`src/rtl/tx_sched_pkg.sv`:
```
// Shared constants, state encoding and helpers for the PSK frame scheduler.
package tx_sched_pkg;

  localparam logic [3:0] MODE_BPSK = 4'b0001;
  localparam logic [3:0] MODE_QPSK = 4'b0010;
  localparam logic [3:0] MODE_MIX  = 4'b0100;

  typedef enum logic [2:0] {
    ST_IDLE,
    ST_PRE,
    ST_GUARD,
    ST_PAY,
    ST_TAIL
  } state_t;

  // PN5 generator x^5 + x^3 + 1, serial output taken from bit 4
  localparam logic [4:0]  LFSR_SEED  = 5'b11111;
  localparam int unsigned LFSR_TAP_A = 4;
  localparam int unsigned LFSR_TAP_B = 2;

  function automatic logic mode_legal(input logic [3:0] m);
    return (m == MODE_BPSK) || (m == MODE_QPSK) || (m == MODE_MIX);
  endfunction

  function automatic logic [4:0] lfsr_step(input logic [4:0] s);
    return {s[3:0], s[LFSR_TAP_A] ^ s[LFSR_TAP_B]};
  endfunction

endpackage

```
`src/rtl/pn5_lfsr.sv`:
```
// 5-bit Fibonacci PN generator. bit_o is the bit emitted on the current edge;
// a load emits seed[4], and both load and enable leave the register advanced.
module pn5_lfsr
  import tx_sched_pkg::*;
(
  input  logic       clk_i,
  input  logic       rst_i,
  input  logic       load_i,
  input  logic       en_i,
  input  logic [4:0] seed_i,
  output logic       bit_o
);

  logic [4:0] lfsr_q, lfsr_d;

  // Select emitted bit and next register value
  always_comb begin
    lfsr_d = lfsr_q;
    bit_o  = lfsr_q[4];
    if (load_i) begin
      bit_o  = seed_i[4];
      lfsr_d = lfsr_step(seed_i);
    end else if (en_i) begin
      lfsr_d = lfsr_step(lfsr_q);
    end
  end

  // Shift register state
  always_ff @(posedge clk_i or posedge rst_i) begin
    if (rst_i) lfsr_q <= LFSR_SEED;
    else       lfsr_q <= lfsr_d;
  end

endmodule

```
`src/rtl/tx_frame_sched.sv`:
```
// Frame scheduler: PN preamble -> guard -> payload -> tail, one symbol per
// SYM_CYCLES clocks, with mode policy, DAC gating and phase latching.
module tx_frame_sched
  import tx_sched_pkg::*;
#(
  parameter int unsigned SYM_CYCLES = 128,
  parameter int unsigned PRE_LEN    = 31,
  parameter int unsigned TAIL_SYMS  = 2
) (
  input  logic        clk_16M384,
  input  logic        rst_16M384,
  input  logic [3:0]  MODE_CTRL,
  input  logic [3:0]  DELAY_CNT,
  input  logic [15:0] TX_PHASE_CONFIG,
  input  logic [7:0]  s_tdata,
  input  logic        s_tvalid,
  input  logic        s_tlast,
  output logic        s_tready,
  output logic        sym_stb,
  output logic [1:0]  sym_bits,
  output logic        sym_qpsk,
  output logic        dac_vld,
  output logic [15:0] phase_inc,
  output logic        frame_busy,
  output logic        frame_done,
  output logic [1:0]  err
);

  localparam int unsigned TW = $clog2(SYM_CYCLES);

  state_t        state_q;
  logic [TW-1:0] timer_q;
  logic [7:0]    scnt_q;
  logic [3:0]    mode_q, dly_q;
  logic [15:0]   phase_q;
  logic [7:0]    hold_q, sh_q;
  logic          hold_vld_q, hold_last_q, sh_last_q, last_acc_q, abort_q;
  logic          sym_stb_q, sym_qpsk_q, dac_q, done_q;
  logic [1:0]    bits_q, err_q;

  logic          wrap, acc, pn_bit, lfsr_load, lfsr_en, pay_load;
  logic          pre_qpsk, pay_qpsk, pre_end, guard_end, byte_end, tail_end;
  logic          hold_avail, hold_lastv;
  logic [7:0]    hold_byte, ld_shift, sh_next;
  logic [1:0]    ld_bits, sh_bits, pre_bits;

  // Handshake, symbol-boundary decode and next-symbol bit selection.
  // A byte accepted on the cycle of a byte boundary is forwarded straight
  // into the shift register so it is not mistaken for an underrun.
  always_comb begin
    s_tready = 1'b0;
    case (state_q)
      ST_IDLE:                  s_tready = mode_legal(MODE_CTRL);
      ST_PRE, ST_GUARD, ST_PAY: s_tready = !hold_vld_q && !last_acc_q;
      default:                  s_tready = 1'b0;
    endcase
    s_tready   = s_tready && !rst_16M384;
    acc        = s_tvalid && s_tready;
    wrap       = (state_q != ST_IDLE) && (timer_q == TW'(SYM_CYCLES - 1));

    pre_qpsk   = (state_q == ST_IDLE) ? (MODE_CTRL == MODE_QPSK) : (mode_q == MODE_QPSK);
    pre_bits   = pre_qpsk ? {pn_bit, pn_bit} : {1'b0, pn_bit};
    pay_qpsk   = (mode_q != MODE_BPSK);

    hold_avail = hold_vld_q || acc;
    hold_byte  = hold_vld_q ? hold_q : s_tdata;
    hold_lastv = hold_vld_q ? hold_last_q : s_tlast;
    ld_bits    = pay_qpsk ? hold_byte[7:6] : {1'b0, hold_byte[7]};
    ld_shift   = pay_qpsk ? {hold_byte[5:0], 2'b00} : {hold_byte[6:0], 1'b0};
    sh_bits    = pay_qpsk ? sh_q[7:6] : {1'b0, sh_q[7]};
    sh_next    = pay_qpsk ? {sh_q[5:0], 2'b00} : {sh_q[6:0], 1'b0};

    pre_end    = (scnt_q == 8'(PRE_LEN - 1));
    guard_end  = (scnt_q == 8'(dly_q) - 8'd1);
    byte_end   = (scnt_q == (pay_qpsk ? 8'd3 : 8'd7));
    tail_end   = (scnt_q == 8'(TAIL_SYMS - 1));

    pay_load   = wrap && (((state_q == ST_PRE) && pre_end && (dly_q == 4'd0)) ||
                          ((state_q == ST_GUARD) && guard_end) ||
                          ((state_q == ST_PAY) && byte_end && !sh_last_q && hold_avail));
    lfsr_load  = (state_q == ST_IDLE) && acc;
    lfsr_en    = wrap && (state_q == ST_PRE) && !pre_end;
  end

  pn5_lfsr u_pn (
    .clk_i  (clk_16M384),
    .rst_i  (rst_16M384),
    .load_i (lfsr_load),
    .en_i   (lfsr_en),
    .seed_i (LFSR_SEED),
    .bit_o  (pn_bit)
  );

  // One-byte holding register and per-frame tlast tracking
  always_ff @(posedge clk_16M384 or posedge rst_16M384) begin
    if (rst_16M384) begin
      hold_q      <= '0;
      hold_vld_q  <= 1'b0;
      hold_last_q <= 1'b0;
      last_acc_q  <= 1'b0;
    end else if (state_q == ST_IDLE) begin
      if (acc) begin
        hold_q      <= s_tdata;
        hold_vld_q  <= 1'b1;
        hold_last_q <= s_tlast;
        last_acc_q  <= s_tlast;
      end
    end else if (wrap && (state_q == ST_TAIL) && tail_end) begin
      hold_vld_q <= 1'b0;
      last_acc_q <= 1'b0;
    end else begin
      if (pay_load) begin
        hold_vld_q <= 1'b0;
      end else if (acc) begin
        hold_q      <= s_tdata;
        hold_vld_q  <= 1'b1;
        hold_last_q <= s_tlast;
      end
      if (acc) last_acc_q <= last_acc_q | s_tlast;
    end
  end

  // Frame FSM, symbol timer and registered symbol/status outputs
  always_ff @(posedge clk_16M384 or posedge rst_16M384) begin
    if (rst_16M384) begin
      state_q    <= ST_IDLE;
      timer_q    <= '0;
      scnt_q     <= '0;
      mode_q     <= '0;
      dly_q      <= '0;
      phase_q    <= '0;
      sh_q       <= '0;
      sh_last_q  <= 1'b0;
      abort_q    <= 1'b0;
      sym_stb_q  <= 1'b0;
      bits_q     <= '0;
      sym_qpsk_q <= 1'b0;
      dac_q      <= 1'b0;
      done_q     <= 1'b0;
      err_q      <= '0;
    end else begin
      sym_stb_q <= 1'b0;
      done_q    <= 1'b0;
      err_q     <= '0;
      if (state_q == ST_IDLE) begin
        timer_q <= '0;
        if (acc) begin
          state_q    <= ST_PRE;
          scnt_q     <= '0;
          mode_q     <= MODE_CTRL;
          dly_q      <= DELAY_CNT;
          phase_q    <= TX_PHASE_CONFIG;
          abort_q    <= 1'b0;
          sym_stb_q  <= 1'b1;
          bits_q     <= pre_bits;
          sym_qpsk_q <= pre_qpsk;
          dac_q      <= 1'b1;
        end else if (s_tvalid && !mode_legal(MODE_CTRL)) begin
          err_q[0] <= 1'b1;
        end
      end else begin
        timer_q <= wrap ? '0 : timer_q + TW'(1);
        if (wrap) begin
          sym_stb_q <= 1'b1;
          scnt_q    <= scnt_q + 8'd1;
          if (pay_load) begin
            state_q    <= ST_PAY;
            scnt_q     <= '0;
            bits_q     <= ld_bits;
            sym_qpsk_q <= pay_qpsk;
            dac_q      <= 1'b1;
            sh_q       <= ld_shift;
            sh_last_q  <= hold_lastv;
          end else begin
            case (state_q)
              ST_PRE: begin
                if (pre_end) begin
                  state_q    <= ST_GUARD;
                  scnt_q     <= '0;
                  bits_q     <= '0;
                  sym_qpsk_q <= 1'b0;
                  dac_q      <= 1'b0;
                end else begin
                  bits_q <= pre_bits;
                end
              end
              ST_GUARD: bits_q <= '0;
              ST_PAY: begin
                if (byte_end) begin
                  state_q    <= ST_TAIL;
                  scnt_q     <= '0;
                  bits_q     <= '0;
                  sym_qpsk_q <= 1'b0;
                  if (!sh_last_q) begin
                    abort_q  <= 1'b1;
                    err_q[1] <= 1'b1;
                  end
                end else begin
                  bits_q <= sh_bits;
                  sh_q   <= sh_next;
                end
              end
              ST_TAIL: begin
                bits_q <= '0;
                if (tail_end) begin
                  state_q   <= ST_IDLE;
                  scnt_q    <= '0;
                  sym_stb_q <= 1'b0;
                  dac_q     <= 1'b0;
                  done_q    <= !abort_q;
                end
              end
              default: state_q <= ST_IDLE;
            endcase
          end
        end
      end
    end
  end

  assign sym_stb    = sym_stb_q;
  assign sym_bits   = bits_q;
  assign sym_qpsk   = sym_qpsk_q;
  assign dac_vld    = dac_q;
  assign phase_inc  = phase_q;
  assign frame_busy = (state_q != ST_IDLE);
  assign frame_done = done_q;
  assign err        = err_q;

endmodule
```
`config.mk`:
```
export PLATFORM = sky130hd
export DESIGN_NAME = tx_frame_sched
export DESIGN_NICKNAME = d
export VERILOG_FILES = /design/src/rtl/tx_sched_pkg.sv /design/src/rtl/pn5_lfsr.sv /design/src/rtl/tx_frame_sched.sv
export SDC_FILE = /design/constraint.sdc
export NUM_CORES = 1
export LEC_CHECK = 0
export CORE_MARGIN = 2
export CORE_UTILIZATION = 35
export DETAILED_ROUTE_END_ITERATION = 6
export PLACE_DENSITY_LB_ADDON = 0.05
export SLEW_MARGIN = 20
export SYNTH_ARGS = -nofsm -noshare
export SYNTH_HDL_FRONTEND = slang
export SYNTH_SLANG_ARGS = --single-unit
```
`constraint.sdc`:
```
create_clock -name clk_16M384 -period 7.1 [get_ports clk_16M384]
set_clock_uncertainty 0.05 [all_clocks]
set_input_delay 1.42 -clock clk_16M384 [delete_from_list [all_inputs] [get_ports clk_16M384]]
set_output_delay 1.42 -clock clk_16M384 [all_outputs]
set_load 0.01 [all_outputs]
```
# After elaboration in Yosys (flattened, before gate mapping)
# Cells that the tools add are included.
[op_classes] n_addsub=3 eq_ne=23 n_mux=97 n_bitwise=3 n_reduce_logical=54
[ops] operator="two-way mux 8 bit" n=17
[ops] operator="two-way mux 1 bit" n=53
[ops] operator="two-way mux 3 bit" n=8
[ops] operator="one-hot mux 8 bit (3 select lines)" n=1
[ops] operator="two-way mux 2 bit" n=9
[ops] operator="logical AND 1 bit" n=17
[ops] operator="two-way mux 7 bit" n=2
[ops] operator="inequality test 4 bit, second input constant" n=3
[ops] operator="one-hot mux 3 bit (4 select lines)" n=1
[ops] operator="AND reduction 6 bit" n=2
[ops] operator="nonzero test 2 bit" n=6
[ops] operator="two-way mux 5 bit" n=2
[ops] operator="AND reduction 5 bit" n=2
[ops] operator="adder 8 x 1 -> 8 bit, second input constant" n=1
[ops] operator="== test 4 x 2 -> 1 bit, second input constant" n=2
[ops] operator="== test 8 x 1 -> 1 bit, second input constant" n=1
[ops] operator="== test 8 x 3 -> 1 bit" n=1
[ops] operator="== test 8 x 5 -> 1 bit, second input constant" n=1
[ops] operator="== test 8 bit" n=1
[ops] operator="AND reduction 2 bit" n=4
[ops] operator="nonzero test 4 bit" n=2
[ops] operator="adder 7 x 1 -> 7 bit, second input constant" n=1
[ops] operator="== test 7 bit, second input constant" n=1
[ops] operator="logical NOT 1 bit" n=7
[ops] operator="other kinds (24)" n=35
[totals] regBits=76 in_bits=36 word_cells=200

# Longest topological paths before layout
[logic_depth] word_depth=14 ltp_mapped=10 mapped_depth_nobuf=9

# Modules after synthesis
# From an unflattened synthesis, not the netlist that was laid out.
[hier_totals] cells_unflattened=426 area_unflattened_um2=4023.9
[modules_own_cells] mod="tx_frame_sched" n_inst=1 cells_per_inst=400 area_each_um2=3749.8 seq_area_each_um2=1751.7
[modules_own_cells] mod="pn5_lfsr" n_inst=1 cells_per_inst=26 area_each_um2=274.0 seq_area_each_um2=131.4

# Least setup slack after synthesis
# Ideal clock, no wire load.
[synth_path] path_type="input-to-output" from="input MODE_CTRL[3]" to="output s_tready" arrival_ps=2226 t_required_ps=5630 setup_slack_ps=3404 stages=4 path_buffers=0 cell_sequence="nor3_1 > o211ai_1 > o31a_1 > nor3_1"
[synth_via] elab_chain_cells=5
[synth_lines] item="from (decl)" line_no="tx_frame_sched.sv:12" text="input logic [3:0] MODE_CTRL,"
[synth_lines] item="== test 4 x 1 -> 1 bit or == test 4 x 2 -> 1 bit (tied branches)" line_no="tx_sched_pkg.sv:22" text="return (m == MODE_BPSK) || (m == MODE_QPSK) || (m == MODE_MIX);"
[synth_lines] item="logical OR 1 bit" line_no="tx_sched_pkg.sv:22"
[synth_lines] item="logical OR 1 bit *" line_no="tx_sched_pkg.sv:22"
[synth_lines] item="one-hot mux 1 bit (2 select lines) *" line_no="tx_frame_sched.sv:52" text="case (state_q)"
[synth_lines] item="logical AND 1 bit *" line_no="tx_frame_sched.sv:57" text="s_tready = s_tready && !rst_16M384;"
[synth_lines] item="to (decl)" line_no="tx_frame_sched.sv:18" text="output logic s_tready,"
# Mark *: on every way between the ends. The rest lies on a longest branch, timed or not.

# Worst setup path after layout
[layout_path] from="input MODE_CTRL[0]" to="output s_tready"
# The elaborated chain is that of the path after synthesis.

==> reports/qor.yml <==
dr.pass1.iters: 4
yosysWarningCount: 0
route.final.wire_length_microns: 10000
crit_end: "s_tready"
cts-resized-gates: 0
slew_violations: 0
insertion_delay_ps: 330
synth_area_leader: "sky130_fd_sc_hd__dfrtp_1"
finalWeightedCongestion: 0.842
worstPathArrival_ps: 3340
ff2ff_setup_slack_ps: 3990
post-route-cell-area_sq_um: 5030
final-setup-viol-count: 0
dieArea_sq_um: 12200
synth_area_leaders: "sky130_fd_sc_hd__dfrtp_1 44%, sky130_fd_sc_hd__nand2_1 11%, sky130_fd_sc_hd__mux2i_1 3.8%, sky130_fd_sc_hd__mux2_2 3.7%, sky130_fd_sc_hd__mux4_2 3.4%"
floorplan.die.height_microns: 110
worst_setup_path_end_kind: "output pin"
synth-main-ff-cell: "sky130_fd_sc_hd__dfrtp_1"
timing.critical_path.required_ps: 5630
globalRouteTotalUtil: 0.179
timing.rr.start: "state_q[2]$_DFFE_PP0P_"
cts.sinks: 75
ys_async_sr_fraction: 1.00
worstMarginPinSlew_ps: 856
syn_area_per_cell_sq_um: 9.51
cp-start-kind: "input port"
status: "completed"
die-width_microns: 110
final_number_of_hold_violating_endpoints: 0
hold_path_class: "reg2reg"
post-route-period-util: 0.678
grt_first_pass_wirelength_microns: 16500
port_buffers: 61
antenna_violations_before_repair: 0
clkTransAtPathRegs_ps: 60
effective_utilization_at_floorplan: 0.362
via_count_of_the_first_global_routing_pass: 3202
detail_route.drc_violations: 0
relSlewSlack: 0.424
post_cts.repair.setup_buffers: 0
tritoncts: "yes"
n_fill_cell: 1079
drt-initial-drc-count: 214
ys_types: 57
number_of_instances_in_the_synthesized_netlist: 416
top_level_ports: 62
synth_enable_flop_cells: 0
dr_total_vias: 3147
capturing_point_of_the_worst_reg2reg_path: "state_q[1]$_DFFE_PP0P_"
cts_root_buffer: "sky130_fd_sc_hd__clkbuf_16"
postCtsHoldBufs: 0
avgRoutedWirePerCell_microns: 16.1
ir_drop_mv: 0.0890
syn2layout_area_growth_pct: 27.2
hpwl_microns: 6900
ctsLongestPathBuffers: 2
placed_area_sq_um: 4720
grt_start_max_net_pins: 52
syn_nets: 457
synth-seq-area-share: 0.476
globalRoute.totalOverflow: 0
footprint_of_the_multi_input_gates_sq_um: 1990
setup_repair_after_global_routing_missed_its_margin: "no"
floorplan.core_area_sq_um: 10900
drt.antenna.violating_nets: 0
total_leakage_power_nw: 2.15
placement_rows: 38
shortest_clock_period_the_worst_path_allows_after_layout_ps: 4810
layout.nets: 517
cts-buffers-inserted: 9
cp_max_fo: 4
syn_area_sq_um: 3960
worst-r2r-cell-count: 6
register_area_sq_um: 1880
startpoint: "MODE_CTRL[0]"
power.density_cell_area_nw_per_um2: 190
critPathKind: "in2out"
max_cap_violations: 0
achievable-frequency_mhz: 208
synth_top_area_frac: 0.443
number_of_register_bits_inferred_by_synthesis: 75
detail_route.vias_per_cell: 5.07
antennaDiodeCount: 0
fin_setup_tns_ps: 0
ctsHtreeMaxLevel: 3
final_layout_size_suffix_gt1_frac: 0.119
==> final cells by class <==
cell class,instances,area share
inverter,9,0.00671
tap,140,0.0348
timing repair buffer,66,0.129
clock buffer,11,0.0482
sequential,75,0.374
clock inverter,5,0.0122
multi-input combinational,315,0.395
==> layout by cell type (no fill, tap or decap), types with 4 or more instances in the layout <==
master	count
sky130_fd_sc_hd__clkdlybuf4s50_1	61
sky130_fd_sc_hd__o211ai_1	6
sky130_fd_sc_hd__nor2b_1	7
sky130_fd_sc_hd__clkbuf_16	9
sky130_fd_sc_hd__nor3_1	10
sky130_fd_sc_hd__xnor2_1	10
sky130_fd_sc_hd__and3_1	4
sky130_fd_sc_hd__mux4_2	6
sky130_fd_sc_hd__o21ai_0	12
sky130_fd_sc_hd__nand2b_1	5
sky130_fd_sc_hd__mux2i_1	15
sky130_fd_sc_hd__dfstp_2	5
sky130_fd_sc_hd__mux2_2	13
sky130_fd_sc_hd__inv_1	8
sky130_fd_sc_hd__ha_1	5
sky130_fd_sc_hd__nand3_1	12
sky130_fd_sc_hd__dfrtp_1	70
sky130_fd_sc_hd__a21oi_1	10
sky130_fd_sc_hd__nor2_1	30
sky130_fd_sc_hd__nand2_1	111
sky130_fd_sc_hd__o31ai_1	4
sky130_fd_sc_hd__or3_1	4
sky130_fd_sc_hd__buf_4	5
==> worst max-delay path, stage by stage <==
cell and delay (ps):
sky130_fd_sc_hd__clkdlybuf4s50_1 540, sky130_fd_sc_hd__xor2_1 270, sky130_fd_sc_hd__o211ai_1 190, sky130_fd_sc_hd__o31a_1 200
sky130_fd_sc_hd__nor3_1 160, sky130_fd_sc_hd__clkdlybuf4s50_1 560
==> registers in the layout, summed over array words and instances, names as in the netlist, 3 cells and up <==
| register | count |
|---|---|
| scnt_q | 8 |
| state_q | 3 |
| u_pn.lfsr_q | 5 |
| phase_inc | 16 |
| dly_q | 4 |
| mode_q | 4 |
| timer_q | 7 |
| hold_q | 8 |
| sh_q | 7 |
==> cells in the mapped netlist (2+ instances only) <==
library cell                number
sky130_fd_sc_hd__buf_2           5
sky130_fd_sc_hd__nand2b_1        5
sky130_fd_sc_hd__nor2b_1         7
sky130_fd_sc_hd__a21oi_1        10
sky130_fd_sc_hd__mux4_2          6
sky130_fd_sc_hd__nor3_1         11
sky130_fd_sc_hd__clkbuf_1       10
sky130_fd_sc_hd__o211a_1         2
sky130_fd_sc_hd__dfrtp_1        70
sky130_fd_sc_hd__inv_1           9
sky130_fd_sc_hd__nand2_1       111
sky130_fd_sc_hd__and3_1          4
sky130_fd_sc_hd__and2_1          3
sky130_fd_sc_hd__nor4_1          3
sky130_fd_sc_hd__dfstp_2         5
sky130_fd_sc_hd__o21ai_0        12
sky130_fd_sc_hd__nor3b_1         3
sky130_fd_sc_hd__nand3_1        12
sky130_fd_sc_hd__ha_1            5
sky130_fd_sc_hd__o211ai_1        6
sky130_fd_sc_hd__mux2i_1        15
sky130_fd_sc_hd__mux2_2         13
sky130_fd_sc_hd__o31ai_1         4
sky130_fd_sc_hd__a2111oi_0       2
sky130_fd_sc_hd__nand3b_1        3
sky130_fd_sc_hd__nor2_1         31
sky130_fd_sc_hd__xor2_1          3
sky130_fd_sc_hd__o21ba_2         2
sky130_fd_sc_hd__or3_1           4
sky130_fd_sc_hd__o2111ai_1       2
sky130_fd_sc_hd__xnor2_1        10
sky130_fd_sc_hd__a211oi_1        3
==> cells by family after synthesis <==
family	synth area share
multiplexers	0.109
AND/OR/NAND/NOR	0.246
AO/OA/AOI/OAI	0.0927
adder cells (fa/ha/maj)	0.0158
buffers and inverters	0.0272
flip-flops	0.476
XOR/XNOR	0.0329
==> per-layer routing <==
metal,GRT usage,vias up,share of wire
met2,0.275,61,0.46
met1,0.250,1520,0.49
met3,0.0347,6,0.037
li1,-,1560,-
met4,0.0714,0,0.010
met5,0,-,0
==> where the power goes <==
group / total [mW] / internal [mW] / switching (mW)
Clock: 0.468 / 0.283 / 0.184
Combinational: 0.0517 / 0.0295 / 0.0222
Sequential: 0.437 / 0.433 / 0.00391
Total: 0.956 / 0.745 / 0.211
==> stage by stage <==
stage                     cells  total power [mW]   util  setup WS, ps  hold slack, ps
after detailed placement    605             0.497  0.432          2290             397
after global routing        621             0.998  0.460          2170             438
after global placement      605             0.496  0.432          2310             401
final                       621             0.956  0.460          2290             417
after CTS                   621             0.971  0.460          2270             413
after floorplan             416             0.465      -          3400             360
==> worst min path at each step <==
stage	from	endpoint	slack [ps]	depth (start not counted)
floorplan	abort_q$_DFFE_PP0P_	frame_done$_DFF_PP0_	360	1
CTS	timer_q[0]$_DFF_PP0_	timer_q[0]$_DFF_PP0_	410	1
finish	timer_q[0]$_DFF_PP0_	timer_q[0]$_DFF_PP0_	420	1
global placement	abort_q$_DFFE_PP0P_	frame_done$_DFF_PP0_	400	1
global route	timer_q[0]$_DFF_PP0_	timer_q[0]$_DFF_PP0_	440	1
detailed placement	abort_q$_DFFE_PP0P_	frame_done$_DFF_PP0_	400	1
(Power assumes the default switching activity.)
